--- src/rtl/seq_pkg.sv ---
// Shared definitions for the serial pattern transmitter and the detector bench:
// FSM state encoding, default width and the length clamp.
package seq_pkg;

  localparam int SEQ_WIDTH_DEFAULT = 8;

  typedef enum logic [1:0] {
    ST_IDLE  = 2'd0,
    ST_SHIFT = 2'd1,
    ST_DONE  = 2'd2
  } seq_state_e;

  // Requests longer than the shift register are trimmed to its full width.
  function automatic int unsigned seq_clamp_len(input int unsigned len,
                                                input int unsigned max_len);
    return (len > max_len) ? max_len : len;
  endfunction

endpackage

--- src/rtl/seq_expect_model.sv ---
// Cycle-accurate model of the repeated-bit detector output z, fed from the
// transmitter's registered w so that it sees idle zeros exactly as the detector does.
module seq_expect_model #(
  parameter int CNT_W = 3
) (
  input  logic             clk,
  input  logic             reset_n,
  input  logic             w,
  input  logic             w_valid,
  input  logic             clear,
  output logic             exp_z,
  output logic [CNT_W-1:0] hit_cnt
);

  logic             r_prev;
  logic             r_have_prev;
  logic             r_exp_z;
  logic [CNT_W-1:0] r_hit_cnt;
  logic             w_hit;

  assign w_hit = r_have_prev && (w == r_prev);

  always_ff @(posedge clk or negedge reset_n) begin
    if (!reset_n) begin
      r_prev      <= 1'b0;
      r_have_prev <= 1'b0;
      r_exp_z     <= 1'b0;
      r_hit_cnt   <= '0;
    end else begin
      r_exp_z     <= w_hit;
      r_prev      <= w;
      r_have_prev <= 1'b1;
      // A new pattern's clear outranks a hit on the previous pattern's last bit.
      if (clear)
        r_hit_cnt <= '0;
      else if (w_hit && w_valid && (r_hit_cnt != {CNT_W{1'b1}}))
        r_hit_cnt <= r_hit_cnt + CNT_W'(1);
    end
  end

  assign exp_z   = r_exp_z;
  assign hit_cnt = r_hit_cnt;

endmodule

--- src/rtl/seq_pattern_tx.sv ---
// Serial pattern transmitter: shifts a parallel word out MSB-first on w.
// Define SEQ_EXPECT_EN to add the exp_z / hit_cnt detector model outputs.
module seq_pattern_tx
  import seq_pkg::*;
#(
  parameter int WIDTH = SEQ_WIDTH_DEFAULT,
  parameter int LEN_W = $clog2(WIDTH + 1),
  parameter int CNT_W = $clog2(WIDTH)
) (
  input  logic             clk,
  input  logic             reset_n,
  input  logic             start,
  input  logic [WIDTH-1:0] pattern,
  input  logic [LEN_W-1:0] len,
  input  logic             abort,
  output logic             busy,
  output logic             done,
  output logic             w,
  output logic             w_valid,
`ifdef SEQ_EXPECT_EN
  output logic             exp_z,
  output logic [CNT_W-1:0] hit_cnt,
`endif
  output seq_state_e       dbg_state
);

  seq_state_e       r_state;
  logic [WIDTH-1:0] r_sr;
  logic [LEN_W-1:0] r_cnt;
  logic             r_busy;
  logic             r_done;
  logic             r_w;
  logic             r_w_valid;
  logic             w_accept;
  logic [LEN_W-1:0] w_len_clamped;

  // Handshake: start/pattern/len form a request that is taken on the edge where
  // the FSM is IDLE or DONE, len is non-zero and abort is low; anything else drops it.
  assign w_accept      = start && (len != '0) && !abort &&
                         ((r_state == ST_IDLE) || (r_state == ST_DONE));
  assign w_len_clamped = LEN_W'(seq_clamp_len(32'(len), WIDTH));

  always_ff @(posedge clk or negedge reset_n) begin
    if (!reset_n) begin
      r_state   <= ST_IDLE;
      r_sr      <= '0;
      r_cnt     <= '0;
      r_busy    <= 1'b0;
      r_done    <= 1'b0;
      r_w       <= 1'b0;
      r_w_valid <= 1'b0;
    end else begin
      r_busy    <= 1'b0;
      r_done    <= 1'b0;
      r_w       <= 1'b0;
      r_w_valid <= 1'b0;
      case (r_state)
        ST_IDLE, ST_DONE: begin
          r_done <= (r_state == ST_DONE);
          if (w_accept) begin
            r_sr    <= pattern;
            r_cnt   <= w_len_clamped;
            r_state <= ST_SHIFT;
          end else begin
            r_state <= ST_IDLE;
          end
        end
        ST_SHIFT: begin
          if (abort) begin
            r_sr    <= '0;
            r_cnt   <= '0;
            r_state <= ST_IDLE;
          end else begin
            r_w       <= r_sr[WIDTH-1];
            r_w_valid <= 1'b1;
            r_busy    <= 1'b1;
            r_sr      <= {r_sr[WIDTH-2:0], 1'b0};
            r_cnt     <= r_cnt - LEN_W'(1);
            // Count of 1 means the bit going out now is the last one.
            if (r_cnt == LEN_W'(1))
              r_state <= ST_DONE;
          end
        end
        default: r_state <= ST_IDLE;
      endcase
    end
  end

  assign busy      = r_busy;
  assign done      = r_done;
  assign w         = r_w;
  assign w_valid   = r_w_valid;
  assign dbg_state = r_state;

`ifdef SEQ_EXPECT_EN
  seq_expect_model #(
    .CNT_W (CNT_W)
  ) u_expect (
    .clk     (clk),
    .reset_n (reset_n),
    .w       (r_w),
    .w_valid (r_w_valid),
    .clear   (w_accept),
    .exp_z   (exp_z),
    .hit_cnt (hit_cnt)
  );
`endif

endmodule

--- config.mk ---
export PLATFORM = sky130hd
export DESIGN_NAME = seq_pattern_tx
export DESIGN_NICKNAME = d
export VERILOG_FILES = /design/src/rtl/seq_pkg.sv /design/src/rtl/seq_expect_model.sv /design/src/rtl/seq_pattern_tx.sv
export SDC_FILE = /design/constraint.sdc
export NUM_CORES = 1
export LEC_CHECK = 0
export ABC_AREA = 1
export CORE_UTILIZATION = 40
export CTS_CLUSTER_DIAMETER = 120
export CTS_CLUSTER_SIZE = 40
export DETAILED_ROUTE_END_ITERATION = 16
export PLACE_DENSITY = 0.73
export SYNTH_ARGS = -nofsm -noshare
export SYNTH_HDL_FRONTEND = slang
export SYNTH_HIERARCHICAL = 1
export SYNTH_SLANG_ARGS = --single-unit
--- constraint.sdc ---
create_clock -name clk -period 1.3 [get_ports clk]
set_clock_uncertainty 0.1 [all_clocks]
set_input_delay 0.26 -clock clk [delete_from_list [all_inputs] [get_ports clk]]
set_output_delay 0.26 -clock clk [all_outputs]
set_load 0.03 [all_outputs]
== Word-level counts from Yosys, hierarchy flattened ==
Index checks and enable logic that the tools add are counted.

* Flip-flop bits (word level): 17
* Output and inout bits: 6
* Logic and storage cells: 39

* Add/subtract/negate cells: 1
* $lt $le $gt $ge: 1
* Equal/unequal tests: 5
* Mux-type cells: 16
* Reductions and logical operators: 10

{| class="wikitable"
|+ Operators with widths
! cell !! number
|-
| $mux 8 || 2
|-
| $pmux 8 s2 || 1
|-
| $mux 4 || 3
|-
| $pmux 4 s2 || 1
|-
| $mux 1 || 6
|-
| $eq 4x1->1 const B || 1
|-
| $gt 4x4->1 const B || 1
|-
| $mux 2 || 2
|-
| $pmux 2 s2 || 1
|-
| $reduce_bool 4->1 || 1
|-
| $sub 4x1->4 const B || 1
|-
| $logic_and 1x1->1 || 3
|-
| $ne 3x3->1 const B || 1
|-
| $eq 2x1->1 const B || 1
|-
| $eq 2x2->1 const B || 1
|-
| $logic_not 2->1 || 1
|-
| $ne 2x2->1 const B || 1
|-
| $reduce_and 2->1 || 1
|-
| $reduce_bool 2->1 || 1
|-
| $reduce_or 2->1 || 1
|-
| $logic_not 1->1 || 1
|-
| $logic_or 1x1->1 || 1
|}

== Logic depth before layout (Yosys ltp) ==
* Depth in word-level cells: 6
* Depth in mapped cells: 7
* Depth with buffers taken out: 7

== Worst setup path before layout ==
No wires, ideal clock.

* Kind: register to register
* Start: register r_state[0] (netlist: dbg_state[0])
* End: register r_cnt[1]
* Setup time: 0.118 ns
* Data arrival time: 1.110 ns
* Data required time: 1.082 ns
* Slack: -0.028 ns
* Stages on the path, launching flop included: 7
* Period minus slack after synthesis: 1.328 ns
* Cells stage by stage: dfrtp_1 > nand2_2 > buf_6 > nand3_2 > o21ai_1 > nand2_1 > o21ai_2

* Cells in the longest elaborated chain, start to end: 5

{| class="wikitable"
|+ RTL lines
! item !! line !! source
|-
| start, declared || seq_pattern_tx.sv:27 || <nowiki>seq_state_e r_state;</nowiki>
|-
| start signal, assigned || seq_pattern_tx.sv:45 || <nowiki>r_state <= ST_IDLE;</nowiki>
|-
| start signal, assigned || seq_pattern_tx.sv:63 || <nowiki>r_state <= ST_SHIFT;</nowiki>
|-
| start signal, assigned || seq_pattern_tx.sv:65 || <nowiki>r_state <= ST_IDLE;</nowiki>
|-
| $eq 2x2->1 / $logic_not 2->1 (equally long branches) || seq_pattern_tx.sv:40, seq_pattern_tx.sv:57 ||
|-
| $logic_or 1x1->1 || seq_pattern_tx.sv:40 || <nowiki>((r_state == ST_IDLE) || (r_state == ST_DONE));</nowiki>
|-
| $logic_and 1x1->1 || seq_pattern_tx.sv:39 || <nowiki>assign w_accept = start && (len != '0) && !abort &&</nowiki>
|-
| $ne 2x2->1 (no source line) || n/a ||
|-
| $reduce_and 2->1 (no source line) || n/a ||
|-
| end signal, assigned || seq_pattern_tx.sv:62 || <nowiki>r_cnt <= w_len_clamped;</nowiki>
|-
| end signal, assigned || seq_pattern_tx.sv:78 || <nowiki>r_cnt <= r_cnt - LEN_W'(1);</nowiki>
|-
| end, declared || seq_pattern_tx.sv:29 || <nowiki>logic [LEN_W-1:0] r_cnt;</nowiki>
|}

Parallel ways exist; a longest one is shown, timed or not.
A chain may end at the register's enable or synchronous reset.

== Worst setup path in the final report ==
* Start: register r_state[0] (netlist: dbg_state[0])
* End: output port dbg_state[0]

{| class="wikitable"
|+ RTL lines
! item !! line !! source
|-
| end, declared || seq_pattern_tx.sv:24 || <nowiki>output seq_state_e dbg_state</nowiki>
|}

No word-level cell between the ends.

==> flow_summary.toml <==
[setup_path]
timing.rr.start = "dbg_state[0]"
endpoint_kind = "output port"
start_kind = "flip-flop"
crit_fanout = 5
cp_top_family = "flip-flops"
worst_path_max_delay_cell = "dfrtp_2"
cp_num_buf_inv = 1
timing.rr.end = "r_cnt[2]"
reg2reg_slack_ns = 0.04
worstPathCellList = "buf_6"
reg2reg_depth = 5
path_class = "flip-flop to output port"
worst_ep_arrival_time_ns = 0.96
required_ns = 0.94
cpPeakStageDelay_ns = 0.49

[floorplanning]
die_y_um = 50.8
core_area_um2 = 2230
rows = 17
dieArea_um2 = 2580
start_util = 0.426
die_w_um = 50.8
io_pins = 22

[detailed_routing]
vias = 847
postRouteAntennaNets = 0
drcViolationCount = 0
drt_wl_total_mm = 1.99
first_pass_iters = 4
via_per_inst = 4.84
detail_route.wl_per_cell_um = 11.3
drt_iter0_drc = 14

[global_route]
grt_pass1_wl_mm = 3.16
grt_max_degree = 18
first_global_vias = 751
grt_usage = 0.170
antenna_found_initial = 0
grt_overflow_total = 0

[timing]
period_share = 1.02
max_slew.worst_pin.slew_ns = 0.218
setup_viol = 1
period_minus_slack_ns = 1.32
fmax_mhz = 758
drv_slew = 0
grt_setup_unrepaired = "true"
slew-limit-headroom = 0.855
fin_ws_ns = -0.0198
hold_violations = 0

[synth]
synth_cells = 115
yosysTopAreaCell = "dfrtp_1"
async_flop_share = 1.00
yosysWarnings = 6
ys_top_cells_by_area = "dfrtp_1 (45%), nand2_1 (17%), nand3_1 (6.3%)"
syn_area_um2 = 952
ys_seq_area_frac = 0.447
synth.top_cell.area_share = 0.447
synthFlopType = "dfrtp_1"
synth_edf_count = 0
synth_nets = 133
syn_area_per_cell_um2 = 8.28
ys_ff_latch = 17
netlist-cell-type-count = 19

[cts]
cts_sinks = 17
max-clock-path-buffers = 2
clk-insertion-delay-late_ns = 0.30
cts_buffers = 3
clkTransAtPathRegs_ns = 0.10
cts-hold-fix-buffers = 0
cts_tree = "built"
cts_root_buffer = "clkbuf_4"
htreeDepth = 1

[finish]
antenna_cells = 0
fill_cells = 215
fin_util = 0.580
drive_gt1_frac = 0.286
nets = 166
area_growth_pct = 36.0
stdcell_count = 175
multi_input_area_um2 = 463
seqCellArea_um2 = 428

[pwr]
power_density_nw_per_um2 = 1400
p_leak_nw = 0.661
max-vdd-ir-drop_uv = 802

[placement]
portBuffers = 21
place_congestion = 0.747
place_ws_ns = -0.309
dpl.cell_count = 170
dp_hpwl_mm = 1.45

[min_path]
min_path_type = "input port to asynchronous set/reset pin"

[status]
violations = "setup timing"
status = "complete, but fails checks"

[flow_run]
drv_cap = 0
## synth_stat cells (2+ instances only)
cell type and n:
o21ai_1 3, o21ai_2 3, o21ai_0 2, inv_1 8, nand3_1 12, dfrtp_1 17
nand2_2 6, nor2_1 7, nand3_2 4, buf_6 2, nand2_1 42, ha_1 2
## logic make-up (layout without fill, tap and decap cells)
| kind of cell | Yosys count | in the layout | share of synthesized area |
|---|---|---|---|
| and+or+nand+nor | 73 | 73 | 0.356 |
| buffers and inverters | 14 | 46 | 0.108 |
| DFF | 17 | 17 | 0.447 |
| xor gates and xnor gates | 1 | 1 | 0.00920 |
| adders and majority gates | 2 | 2 | 0.0263 |
| AOI/OAI and AO/OA | 8 | 8 | 0.0539 |
## flip-flops by register name, summed over array words and instances, names as in the netlist
register / count
r_sr: 8
dbg_state: 2
w: 1
r_cnt: 4
w_valid: 1
done: 1
## area by class of cell
| type | count | area share |
|---|---|---|
| tap | 28 | 0.0271 |
| clock buffer | 3 | 0.0174 |
| multi-input combinational | 84 | 0.357 |
| inverter | 9 | 0.0300 |
| sequential | 17 | 0.330 |
| timing repair buffer | 33 | 0.234 |
| clock inverter | 1 | 0.00386 |
## how the worst max path moves through the flow
stage                 start           end  slack (ns)  depth (start not counted)
4_1_cts        dbg_state[1]      r_cnt[3]     -0.0006                          7
5_1_grt        dbg_state[0]  dbg_state[0]       -0.05                          1
3_3_place_gp          abort      r_cnt[3]       -0.27                          8
6_report       dbg_state[0]  dbg_state[0]       -0.02                          1
2_1_floorplan  dbg_state[1]      r_cnt[1]        0.04                          7
3_5_place_dp          abort       r_sr[7]       -0.31                          8
## through the flow
| stage | total power, mW | instance area [µm²] | hold WS, ns | setup TNS (ns) |
|---|---|---|---|---|
| finish | 1.81 | 1290 | 0.169 | -0.0198 |
| global placement | 1.45 | 1200 | 0.394 | -3.03 |
| global route | 1.95 | 1290 | 0.188 | -0.135 |
| CTS | 1.76 | 1240 | 0.185 | -0.000597 |
| floorplan | 1.29 | 955 | -0.136 | 0 |
| detailed placement | 1.47 | 1200 | 0.394 | -3.36 |
## cell usage in the layout (no fill, tap or decap), drive strengths merged
master and instances:
dlymetal6s2s 1, clkdlybuf4s50 14, clkinv 2, nand2 49, ha 2, inv 8, buf 18, nand3 16
o21ai 8, dfrtp 17, clkbuf 3, nor2 8, xnor2 1
## where the power goes
group          switching, mW  internal [mW]
combinational          0.406          0.328
sequential             0.109          0.678
clock                  0.175          0.115
## layer usage
metal / wire length, µm / GRT usage
met1: 867 / 0.219
met2: 951 / 0.264
met3: 158 / 0.0667
met4: 9 / 0.0417
met5: 0 / 0
## worst register-to-register path, stage by stage, from the launching register on
cell     delay, ns
dfrtp_2       0.49
nor2_4        0.16
nand3_4       0.12
buf_6         0.16
nand3_1       0.08
nand2_2       0.05
## timing repair
| action | CTS | global route |
|---|---|---|
| pin swaps | 0 | 2 |
| setup buffers | 0 | 1 |
| endpoints found under the setup margin | 7 | 13 |
| resized for setup | 2 | 11 |
(Power assumes the default switching activity.)
